[config.mk]
export PLATFORM = sky130hd
export DESIGN_NAME = mem_stage
export DESIGN_NICKNAME = d
export VERILOG_FILES = /design/src/rtl/mem_pkg.sv /design/src/rtl/mem_load_align.sv /design/src/rtl/mem_stage.sv
export SDC_FILE = /design/constraint.sdc
export NUM_CORES = 1
export LEC_CHECK = 0
export CELL_PAD_IN_SITES_DETAIL_PLACEMENT = 0
export CELL_PAD_IN_SITES_GLOBAL_PLACEMENT = 2
export CORE_AREA = 2 2 178 180
export DETAILED_ROUTE_END_ITERATION = 10
export DIE_AREA = 0 0 180 182
export PLACE_DENSITY_LB_ADDON = 0.12
export SYNTH_ARGS = -nofsm -noshare
export SYNTH_HDL_FRONTEND = slang
export SYNTH_SLANG_ARGS = --single-unit
[constraint.sdc]
create_clock -name clk -period 1.8 [get_ports clk]
set_input_delay 0.36 -clock clk [delete_from_list [all_inputs] [get_ports clk]]
set_output_delay 0.36 -clock clk [all_outputs]
set_load 0.005 [all_outputs]
[src/rtl/mem_pkg.sv]
// rtl/mem_pkg.sv - shared encodings and defaults for the memory stage
package mem_pkg;

    localparam logic [2:0] F3_B  = 3'b000;
    localparam logic [2:0] F3_H  = 3'b001;
    localparam logic [2:0] F3_W  = 3'b010;
    localparam logic [2:0] F3_BU = 3'b100;
    localparam logic [2:0] F3_HU = 3'b101;

    localparam int TIMEOUT_CYCLES_DEFAULT = 64;

    typedef enum logic [1:0] {
        IDLE = 2'd0,
        BUSY = 2'd1,
        DONE = 2'd2
    } state_e;

    // Halfwords need an even address, words a 4-byte aligned one; bytes never fault.
    function automatic logic is_misaligned(input logic [2:0] f3, input logic [1:0] off);
        logic bad;
        bad = 1'b0;
        case (f3)
            F3_H, F3_HU: bad = off[0];
            F3_W:        bad = (off != 2'b00);
            default:     bad = 1'b0;
        endcase
        return bad;
    endfunction

endpackage

[src/rtl/mem_load_align.sv]
// rtl/mem_load_align.sv - lane select and sign/zero extension of load data
module mem_load_align
    import mem_pkg::*;
(
    input  logic [1:0]  off,
    input  logic [2:0]  funct3,
    input  logic [31:0] rdata,
    output logic [31:0] result
);

    logic [7:0]  lane_b;
    logic [15:0] lane_h;

    // Pick the addressed byte/half from the word and extend it to 32 bits.
    always_comb begin
        lane_b = 8'h00;
        case (off)
            2'd0: lane_b = rdata[7:0];
            2'd1: lane_b = rdata[15:8];
            2'd2: lane_b = rdata[23:16];
            2'd3: lane_b = rdata[31:24];
            default: lane_b = rdata[7:0];
        endcase
        lane_h = off[1] ? rdata[31:16] : rdata[15:0];
        case (funct3)
            F3_B:    result = {{24{lane_b[7]}}, lane_b};
            F3_H:    result = {{16{lane_h[15]}}, lane_h};
            F3_BU:   result = {24'h000000, lane_b};
            F3_HU:   result = {16'h0000, lane_h};
            default: result = rdata;
        endcase
    end

endmodule

[src/rtl/mem_stage.sv]
// rtl/mem_stage.sv - pipeline memory stage with req/ack data-memory handshake
module mem_stage
    import mem_pkg::*;
#(
    parameter int TIMEOUT_CYCLES = TIMEOUT_CYCLES_DEFAULT
) (
    input  logic        clk,
    input  logic        rst,
    input  logic        ex_valid,
    input  logic        ex_mem_read,
    input  logic        ex_mem_write,
    input  logic [2:0]  ex_funct3,
    input  logic [31:0] ex_alu_o,
    input  logic [31:0] ex_alu_o2,
    input  logic [31:0] ex_store_data,
    input  logic        ex_mop_en,
    input  logic [5:0]  ex_rd,
    input  logic        ex_mem2reg,
    input  logic        ex_regs_write,
    output logic [31:0] me_alu_o,
    output logic [31:0] me_alu_o2,
    output logic        me_mop_en,
    output logic [5:0]  me_rd,
    output logic        me_mem2reg,
    output logic        me_regs_write,
    output logic [31:0] me_mem_data,
    output logic        mem_stall,
    output logic        mem_err,
    output logic        dm_req,
    output logic        dm_we,
    output logic [31:0] dm_addr,
    output logic [31:0] dm_wdata,
    output logic [3:0]  dm_be,
    input  logic        dm_ack,
    input  logic [31:0] dm_rdata
);

    localparam int CW = $clog2(TIMEOUT_CYCLES + 1);
    localparam logic [CW-1:0] CNT_LAST = CW'(TIMEOUT_CYCLES - 1);

    state_e      state_q, state_d;
    logic [CW-1:0] cnt_q, cnt_d;
    logic        dm_req_q, dm_req_d;
    logic        dm_we_q, dm_we_d;
    logic [31:0] dm_addr_q, dm_addr_d;
    logic [31:0] dm_wdata_q, dm_wdata_d;
    logic [3:0]  dm_be_q, dm_be_d;
    logic [1:0]  off_q, off_d;
    logic [2:0]  f3_q, f3_d;
    logic [31:0] mem_data_q, mem_data_d;

    logic        mem_op;
    logic        is_store;
    logic        misal;
    logic        timeout_hit;
    logic [31:0] st_wdata;
    logic [3:0]  st_be;
    logic [31:0] load_result;

    mem_load_align u_align (
        .off    (off_q),
        .funct3 (f3_q),
        .rdata  (dm_rdata),
        .result (load_result)
    );

    // Classify the EX/MEM instruction; both read and write high counts as a load.
    always_comb begin
        mem_op      = ex_valid & (ex_mem_read | ex_mem_write);
        is_store    = ex_mem_write & ~ex_mem_read;
        misal       = mem_op & is_misaligned(ex_funct3, ex_alu_o[1:0]);
        timeout_hit = (cnt_q == CNT_LAST) & ~dm_ack;
    end

    // Store lane replication and byte enables by access size.
    always_comb begin
        st_wdata = ex_store_data;
        st_be    = 4'b1111;
        case (ex_funct3[1:0])
            2'b00: begin
                st_wdata = {4{ex_store_data[7:0]}};
                st_be    = 4'b0001 << ex_alu_o[1:0];
            end
            2'b01: begin
                st_wdata = {2{ex_store_data[15:0]}};
                st_be    = ex_alu_o[1] ? 4'b1100 : 4'b0011;
            end
            default: begin
                st_wdata = ex_store_data;
                st_be    = 4'b1111;
            end
        endcase
    end

    // Next-state and next-output computation for the access FSM.
    always_comb begin
        state_d    = state_q;
        cnt_d      = cnt_q;
        dm_req_d   = dm_req_q;
        dm_we_d    = dm_we_q;
        dm_addr_d  = dm_addr_q;
        dm_wdata_d = dm_wdata_q;
        dm_be_d    = dm_be_q;
        off_d      = off_q;
        f3_d       = f3_q;
        mem_data_d = mem_data_q;
        case (state_q)
            IDLE: begin
                if (mem_op && !misal) begin
                    state_d    = BUSY;
                    cnt_d      = '0;
                    dm_req_d   = 1'b1;
                    dm_we_d    = is_store;
                    dm_addr_d  = {ex_alu_o[31:2], 2'b00};
                    dm_wdata_d = st_wdata;
                    dm_be_d    = st_be;
                    off_d      = ex_alu_o[1:0];
                    f3_d       = ex_funct3;
                end
            end
            BUSY: begin
                if (dm_ack) begin
                    state_d    = DONE;
                    dm_req_d   = 1'b0;
                    mem_data_d = load_result;
                end else if (timeout_hit) begin
                    state_d    = DONE;
                    dm_req_d   = 1'b0;
                    mem_data_d = 32'h0;
                end else begin
                    cnt_d = cnt_q + CW'(1);
                end
            end
            DONE: begin
                state_d = IDLE;
            end
            default: begin
                state_d  = IDLE;
                dm_req_d = 1'b0;
            end
        endcase
    end

    // Register FSM state and the request bus held toward data memory.
    always_ff @(posedge clk or negedge rst) begin
        if (!rst) begin
            state_q    <= IDLE;
            cnt_q      <= '0;
            dm_req_q   <= 1'b0;
            dm_we_q    <= 1'b0;
            dm_addr_q  <= 32'h0;
            dm_wdata_q <= 32'h0;
            dm_be_q    <= 4'h0;
            off_q      <= 2'b00;
            f3_q       <= 3'b000;
            mem_data_q <= 32'h0;
        end else begin
            state_q    <= state_d;
            cnt_q      <= cnt_d;
            dm_req_q   <= dm_req_d;
            dm_we_q    <= dm_we_d;
            dm_addr_q  <= dm_addr_d;
            dm_wdata_q <= dm_wdata_d;
            dm_be_q    <= dm_be_d;
            off_q      <= off_d;
            f3_q       <= f3_d;
            mem_data_q <= mem_data_d;
        end
    end

    // Stall, error and writeback controls; all forced low while reset is held.
    always_comb begin
        mem_stall     = rst & (((state_q == IDLE) & mem_op & ~misal) | (state_q == BUSY));
        mem_err       = rst & (((state_q == IDLE) & misal) | ((state_q == BUSY) & timeout_hit));
        me_regs_write = rst & ex_valid & ex_regs_write & ~(ex_valid & is_store) & ~misal;
        me_mop_en     = rst & ex_mop_en;
        me_alu_o      = ex_alu_o;
        me_alu_o2     = ex_alu_o2;
        me_rd         = ex_rd;
        me_mem2reg    = ex_mem2reg;
        me_mem_data   = mem_data_q;
        dm_req        = dm_req_q;
        dm_we         = dm_we_q;
        dm_addr       = dm_addr_q;
        dm_wdata      = dm_wdata_q;
        dm_be         = dm_be_q;
    end

endmodule

# Yosys cells after proc, flatten, opt, wreduce, memory -nomap -nowiden
# Index checks and enable logic that the tools add are counted.
# W data, S select, Z words.
# classes
bitwise_logic	24
muxes	21
add_sub_neg	1
shift	1
eq_ne	17
reduce_logical	15
# op_table
op	count
$pmux W32 S4	1
$mux W32	2
$pmux W32 S2	1
$pmux W8 S4	1
$mux W7	3
$and A1 B1 Y1	16
$mux W16	1
$pmux W7 S2	1
$eq A3 B3 Y1 const B	3
$pmux W4 S2	1
$add A7 B1 Y7 const B	1
$eq A7 B6 Y1 const B	1
$eq A2 B1 Y1 const B	3
$eq A2 B2 Y1 const B	3
$eq A3 B1 Y1 const B	2
$logic_not A2 Y1	3
$mux W2	3
$ne A2 B2 Y1 const B	3
$reduce_and A2 Y1	3
$reduce_bool A2 Y1	3
$not A1 Y1	5
$mux W4	1
$pmux W2 S2	1
$reduce_and A4 Y1	1
12 further kinds	16
# word_totals
input_bits	146
word_cells	89
ff_bits	114

# Longest topological paths before layout
# logic_depth
ltp_word	8
mapped_depth	9
depth_no_buf	6

# Modules after synthesis
# From an unflattened synthesis, not the netlist that was laid out.
# unflattened
hier_cells	527
area_unflattened_um2	6015.8
# by_module_without_submodules
module	seq_area_each_um2	area_per_inst_um2	n_inst	cells_per_inst
mem_stage	2852.7	5366.4	1	417
mem_load_align	0.0	649.4	1	110

# Worst setup path before layout
# No wires, ideal clock.
# synth_path
path_type	register to output
startpoint	register cnt_q[0]
endpoint	output port mem_err
setup_slack_ns	-0.030
t_required_ns	1.440
t_arrival_ns	1.470
stages_incl_launch_ff	6
cell_sequence	dfrtp_1 ha_1 nand2_1 nor4_1 a21oi_1 nor3b_1
# synth_between
elab_chain_len	5
# synth_lines
item	line_no	text
start, declared	mem_stage.sv:42	logic [CW-1:0] cnt_q, cnt_d;
start signal, assigned	mem_stage.sv:159	cnt_q <= cnt_d;
$eq A7 B6 Y1	mem_stage.sv:72	timeout_hit = (cnt_q == CNT_LAST) & ~dm_ack;
$and A1 B1 Y1	mem_stage.sv:72	
$and A1 B1 Y1	mem_stage.sv:174	mem_err = rst & (((state_q == IDLE) & misal) | ((state_q == BUSY) & timeout_hit));
$or A1 B1 Y1	mem_stage.sv:174	
$and A1 B1 Y1	mem_stage.sv:174	
end, declared	mem_stage.sv:28	output logic mem_err,
# Every way passes these cells.

# Worst setup path in the final report
# layout_path
startpoint	register state_q[0]
endpoint	register dm_wdata_q[19], in the netlist dm_wdata[19]
# layout_between
elab_chain_len	2
# layout_lines
item	line_no	text
start, declared	mem_stage.sv:41	state_e state_q, state_d;
start signal, assigned	mem_stage.sv:158	state_q <= state_d;
$logic_not A2 Y1	mem_stage.sv:107	case (state_q)
$reduce_and A2 Y1 (no source line)	n/a	
end signal, assigned	mem_stage.sv:163	dm_wdata_q <= dm_wdata_d;
end, declared	mem_stage.sv:46	logic [31:0] dm_wdata_q, dm_wdata_d;
# Every way passes these cells.
# A chain may end at the register's enable or synchronous reset.

==> out/results.txt <==
The reg-to-reg critical path startpoint is state_q[0]$_DFFE_PN0P_. The die is 180 µm wide. Number of hold buffers added after CTS: 0. On the worst path, the slowest cell contributes a delay of 0.46 ns. The core region is 31000 µm².

The startpoint-to-endpoint class of the critical path is flop to flop. For the final routed database, the setup TNS stands at -12.63 ns. The netlist area before placement came out at 5820 µm².

The number of cells on the worst reg-to-reg path is 7. Excluding fillers, the count of instances in the completed layout stands at 1290. The tool flagged a number of max-cap violations equal to 0. For this run, the detailed router's first-pass iteration total came to 5. The tools report the number of standard-cell rows in the floorplan as 65.

The first-pass GRT wire length came out at 35.8 mm. The met3 wire length is 1.41 mm, and the clock-pin slew on the worst setup and hold paths is 0.06 ns. The tools report the I/O pin count as 323. The net switching power is 3.90 mW, and the sequential fraction of the synthesis area is 49.0%.

The switching power as a share of total power is 29.5%. Library cell used as clock root buffer: sky130_fd_sc_hd__clkbuf_16. The filler cells instantiated in the layout total 3140.

After the first detailed-routing iteration, the DRC count stood at 214. The run gives 4 as the CTS H-tree depth. Hold is met by 0.0117 ns. Of all nets on the critical path, the largest fanout is 9. Setup violations remaining at the end of the flow were counted as 77.

On the final layout, the worst clock skew is 0.00954 ns. Register-to-register setup slack: -0.23 ns. The overall global routing resource usage was 14.3%; the routed length on met1 was 10.7 mm. The tools report the Yosys warning count as 0. The vertical die dimension is 182 µm. For the post-route antenna net violation count, the log shows 0.

The signal on the critical path passes through buf_6 > or3b_4 > or3_4 > clkbuf_16 > buf_16 > nand2_1 > o21ai_1. STA classifies the critical path startpoint as a flop. Internal power comes to 9.32 mW. The distinct cell type count after synthesis is 44. In this run the worst setup path begins at state_q[0]$_DFFE_PN0P_. The number of vias per cell was 4.20.

The share of final-layout standard cells stronger than drive strength 1 is 24.7%. Capturing element of the worst setup path: dm_wdata[19]$_DFFE_PN0P_. On the critical path the largest part of the delay comes from simple AND/OR/NAND/NOR gates.

The final layout contains routed wiring with a total length of 24.3 mm. The flow ran to the end, but the final reports show violations. The count of input and output buffers works out to 242. Routability-driven placement finished with a final weighted congestion of 0.705. For the pin with the worst max-slew slack, the measured transition is 0.558 ns.

The routed design uses 12.0 mm of met2 wire. The half-perimeter wire length after detailed placement was 16.2 mm; the maximum achievable frequency was 492 MHz. The total number of clock tree sinks was 114; the post-route cell area was 10100 µm². Registers are responsible for 31.1% of the overall power. Prevailing post-synth register cell: sky130_fd_sc_hd__dfrtp_1.

The logs give 0 for the hold violation count in the final report and 2850 µm² for the area taken by flip-flops and latches. In the final layout, the multi-input gates occupy 2430 µm². The tightest min-delay check is of the input pin to asynchronous set/reset pin type. The buffer levels on the longest clock path was 2; the number of antenna violations at the first check in global routing was 2.

For this run, the post-layout net count is 1021. The power density relative to cell area is 1300 nW/µm², and the critical path buffer and inverter count is 3. The CTS buffer count was 17. After detailed routing, no signal wire sits above met5. The worst path arrival time is 2.32 ns, and the average cell area after synthesis is 9.29 µm². The critical-path cell with the highest stage delay is sky130_fd_sc_hd__dfrtp_2. The tools report the number of max-slew violations in the final report as 0. Average routed wire per standard cell: 18.8 µm. In this run the tightest slew margin relative to its limit is 62.8%. The cell count after synthesis came out at 626. The checks that failed: negative setup slack. Subtracting the final worst setup slack from the clock period gives 2.03 ns. After global routing the overflow that remains totals 0.

In this run the critical register-to-register path is captured at dm_wdata[19]$_DFFE_PN0P_. For the clock latency reported for the late side of the worst-skew pair, the log shows 0.42 ns. The number of flops mapped to enable cells by yosys came out at 0. After detailed routing, the number of remaining DRC violations is 0. Of the total power, the clock network draws 31.4%. The proportion of register bits with asynchronous set or reset after synthesis was 100%; the final cycle utilization of the critical path was 113%. Setup repair after global routing could not meet its margin everywhere.

The number of global-route vias before repair is 5776. The setup slack of the critical path after layout was -0.230 ns; the combinational share of power was 37.5%. The total placed instance area was 8630 µm². The run gives 4.56 nW as the static leakage power. The total of flip-flops plus latches after synthesis was 114; the logic depth of the worst setup path including buffers was 7.

The initial utilization of the core area, before any placement, comes to 18.8%. After detailed placement, the design holds a cell count of 1229. The worst setup path is captured at a flop. Entering global routing, the biggest net connects 95 pins. The die covers 32800 µm². Area overhead of the layout relative to synthesis: 74.4%. The run gives 5414 as the number of vias after detailed routing. TritonCTS built the clock tree. Largest voltage drop on the vdd net: 0.513 mV. Required time of the critical path: 2.09 ns.
-- placed cells by master, fill, tap and decap left out, types with 3 or more instances in the layout --
cell type / count
sky130_fd_sc_hd__nor2_1: 16
sky130_fd_sc_hd__inv_1: 14
sky130_fd_sc_hd__buf_6: 6
sky130_fd_sc_hd__inv_6: 3
sky130_fd_sc_hd__a32o_1: 6
sky130_fd_sc_hd__buf_12: 12
sky130_fd_sc_hd__a21o_1: 8
sky130_fd_sc_hd__o21ai_0: 24
sky130_fd_sc_hd__or3_4: 3
sky130_fd_sc_hd__buf_16: 10
sky130_fd_sc_hd__bufinv_16: 7
sky130_fd_sc_hd__a221oi_1: 5
sky130_fd_sc_hd__a21oi_1: 15
sky130_fd_sc_hd__a221o_1: 16
sky130_fd_sc_hd__o21ai_2: 9
sky130_fd_sc_hd__nand3_1: 3
sky130_fd_sc_hd__or3_1: 3
sky130_fd_sc_hd__mux2_2: 3
sky130_fd_sc_hd__o21ai_1: 21
sky130_fd_sc_hd__a221oi_2: 3
sky130_fd_sc_hd__nand2b_1: 4
sky130_fd_sc_hd__buf_2: 4
sky130_fd_sc_hd__clkdlybuf4s50_1: 227
sky130_fd_sc_hd__mux2i_1: 35
sky130_fd_sc_hd__a21oi_2: 5
sky130_fd_sc_hd__clkbuf_16: 22
sky130_fd_sc_hd__nand2_2: 38
sky130_fd_sc_hd__dlymetal6s2s_1: 4
sky130_fd_sc_hd__buf_4: 67
sky130_fd_sc_hd__dfrtp_1: 113
sky130_fd_sc_hd__nand2_1: 137
-- registers in the layout, indices dropped and copies added (netlist names) --
signal       cells
dm_wdata        32
me_mem_data     32
dm_addr         30
cnt_q            7
dm_be            4
f3_q             3
off_q            2
state_q          2
dm_req           1
dm_we            1
-- cells in the mapped netlist, drive strengths merged, types with 2 or more instances --
master,number,area (µm²)
nand2,177,664
a21oi,20,100
or3,6,37.5
a221oi,8,70.1
nor2b,3,18.8
nor2,17,63.8
a32o,6,60.1
a221o,16,160
mux2i,35,350
or3b,2,20.0
dfrtp,114,2850
o21ai,54,270
nand3,3,15.0
clkbuf,18,70.1
a21o,8,60.1
buf,92,672
nor3,3,25.0
nor4,2,27.5
nor3b,4,30.0
inv,15,56.3
mux2,3,33.8
a31oi,2,12.5
nand2b,5,31.3
-- stage by stage --
step / total power, mW / util, % / setup WS, ns
floorplan: 5.65 / - / -0.0218
global placement: 8.50 / 27.9 / -0.979
detailed placement: 8.54 / 27.9 / -0.947
CTS: 13.1 / 31.5 / -0.220
global route: 14.0 / 32.7 / -0.305
finish: 13.2 / 32.7 / -0.230
-- worst reg2reg max path, cell delays in order (launching register included) --
cell	delay [ns]
sky130_fd_sc_hd__dfrtp_2	0.46
sky130_fd_sc_hd__buf_6	0.14
sky130_fd_sc_hd__or3b_4	0.39
sky130_fd_sc_hd__or3_4	0.43
sky130_fd_sc_hd__clkbuf_16	0.21
sky130_fd_sc_hd__buf_16	0.16
sky130_fd_sc_hd__nand2_1	0.06
sky130_fd_sc_hd__o21ai_1	0.06
-- cells by family (layout without fill, tap and decap cells) --
logic type,Yosys count,in the layout,share of synthesized area (%)
mux,38,38,6.60
fa+ha+maj,1,1,0.215
other cells,1,3,0.0645
flops,114,114,49.0
buf+inv,125,385,13.7
simple gates,227,227,16.7
compound gates,120,120,13.7
-- what timing repair did --
item | CTS | global route
pin swaps | 11 | 10
gates resized for setup | 80 | 91
setup buffers | 10 | 3
cloned | 10 | 5
setup endpoints to repair | 100 | 112
-- worst min path at each step --
stage,endpoint
after CTS,dm_addr[28]$_DFFE_PN0P_
final,dm_addr[27]$_DFFE_PN0P_
after floorplan,cnt_q[0]$_DFFE_PN0P_
after global placement,dm_addr[28]$_DFFE_PN0P_
after global routing,dm_addr[27]$_DFFE_PN0P_
after detailed placement,dm_addr[27]$_DFFE_PN0P_
-- power by group through the flow --
stage / Combinational (mW) / Sequential (mW) / Clock (mW)
floorplan: 1.58 / 4.07 / 0
global placement: 4.42 / 4.07 / 0
detailed placement: 4.44 / 4.10 / 0
CTS: 4.79 / 4.08 / 4.27
global route: 5.40 / 4.24 / 4.39
finish: 4.96 / 4.12 / 4.15
-- cell type report --
type / count / area share (%)
Timing Repair Buffer: 338 / 35.3
Sequential cell: 114 / 28.1
Multi-Input combinational cell: 388 / 24.0
Tap cell: 402 / 4.96
Clock buffer: 20 / 4.50
Clock inverter: 12 / 2.47
Inverter: 15 / 0.604
Antenna cell: 1 / 0.0247
-- per-layer routing --
layer  track usage, %  vias up
met5                0        -
met3             4.45       26
met1             17.8     2650
li1                 -     2554
met4             3.54        2
met2             24.2      182
Note: power is estimated with default switching activity, not from simulation.
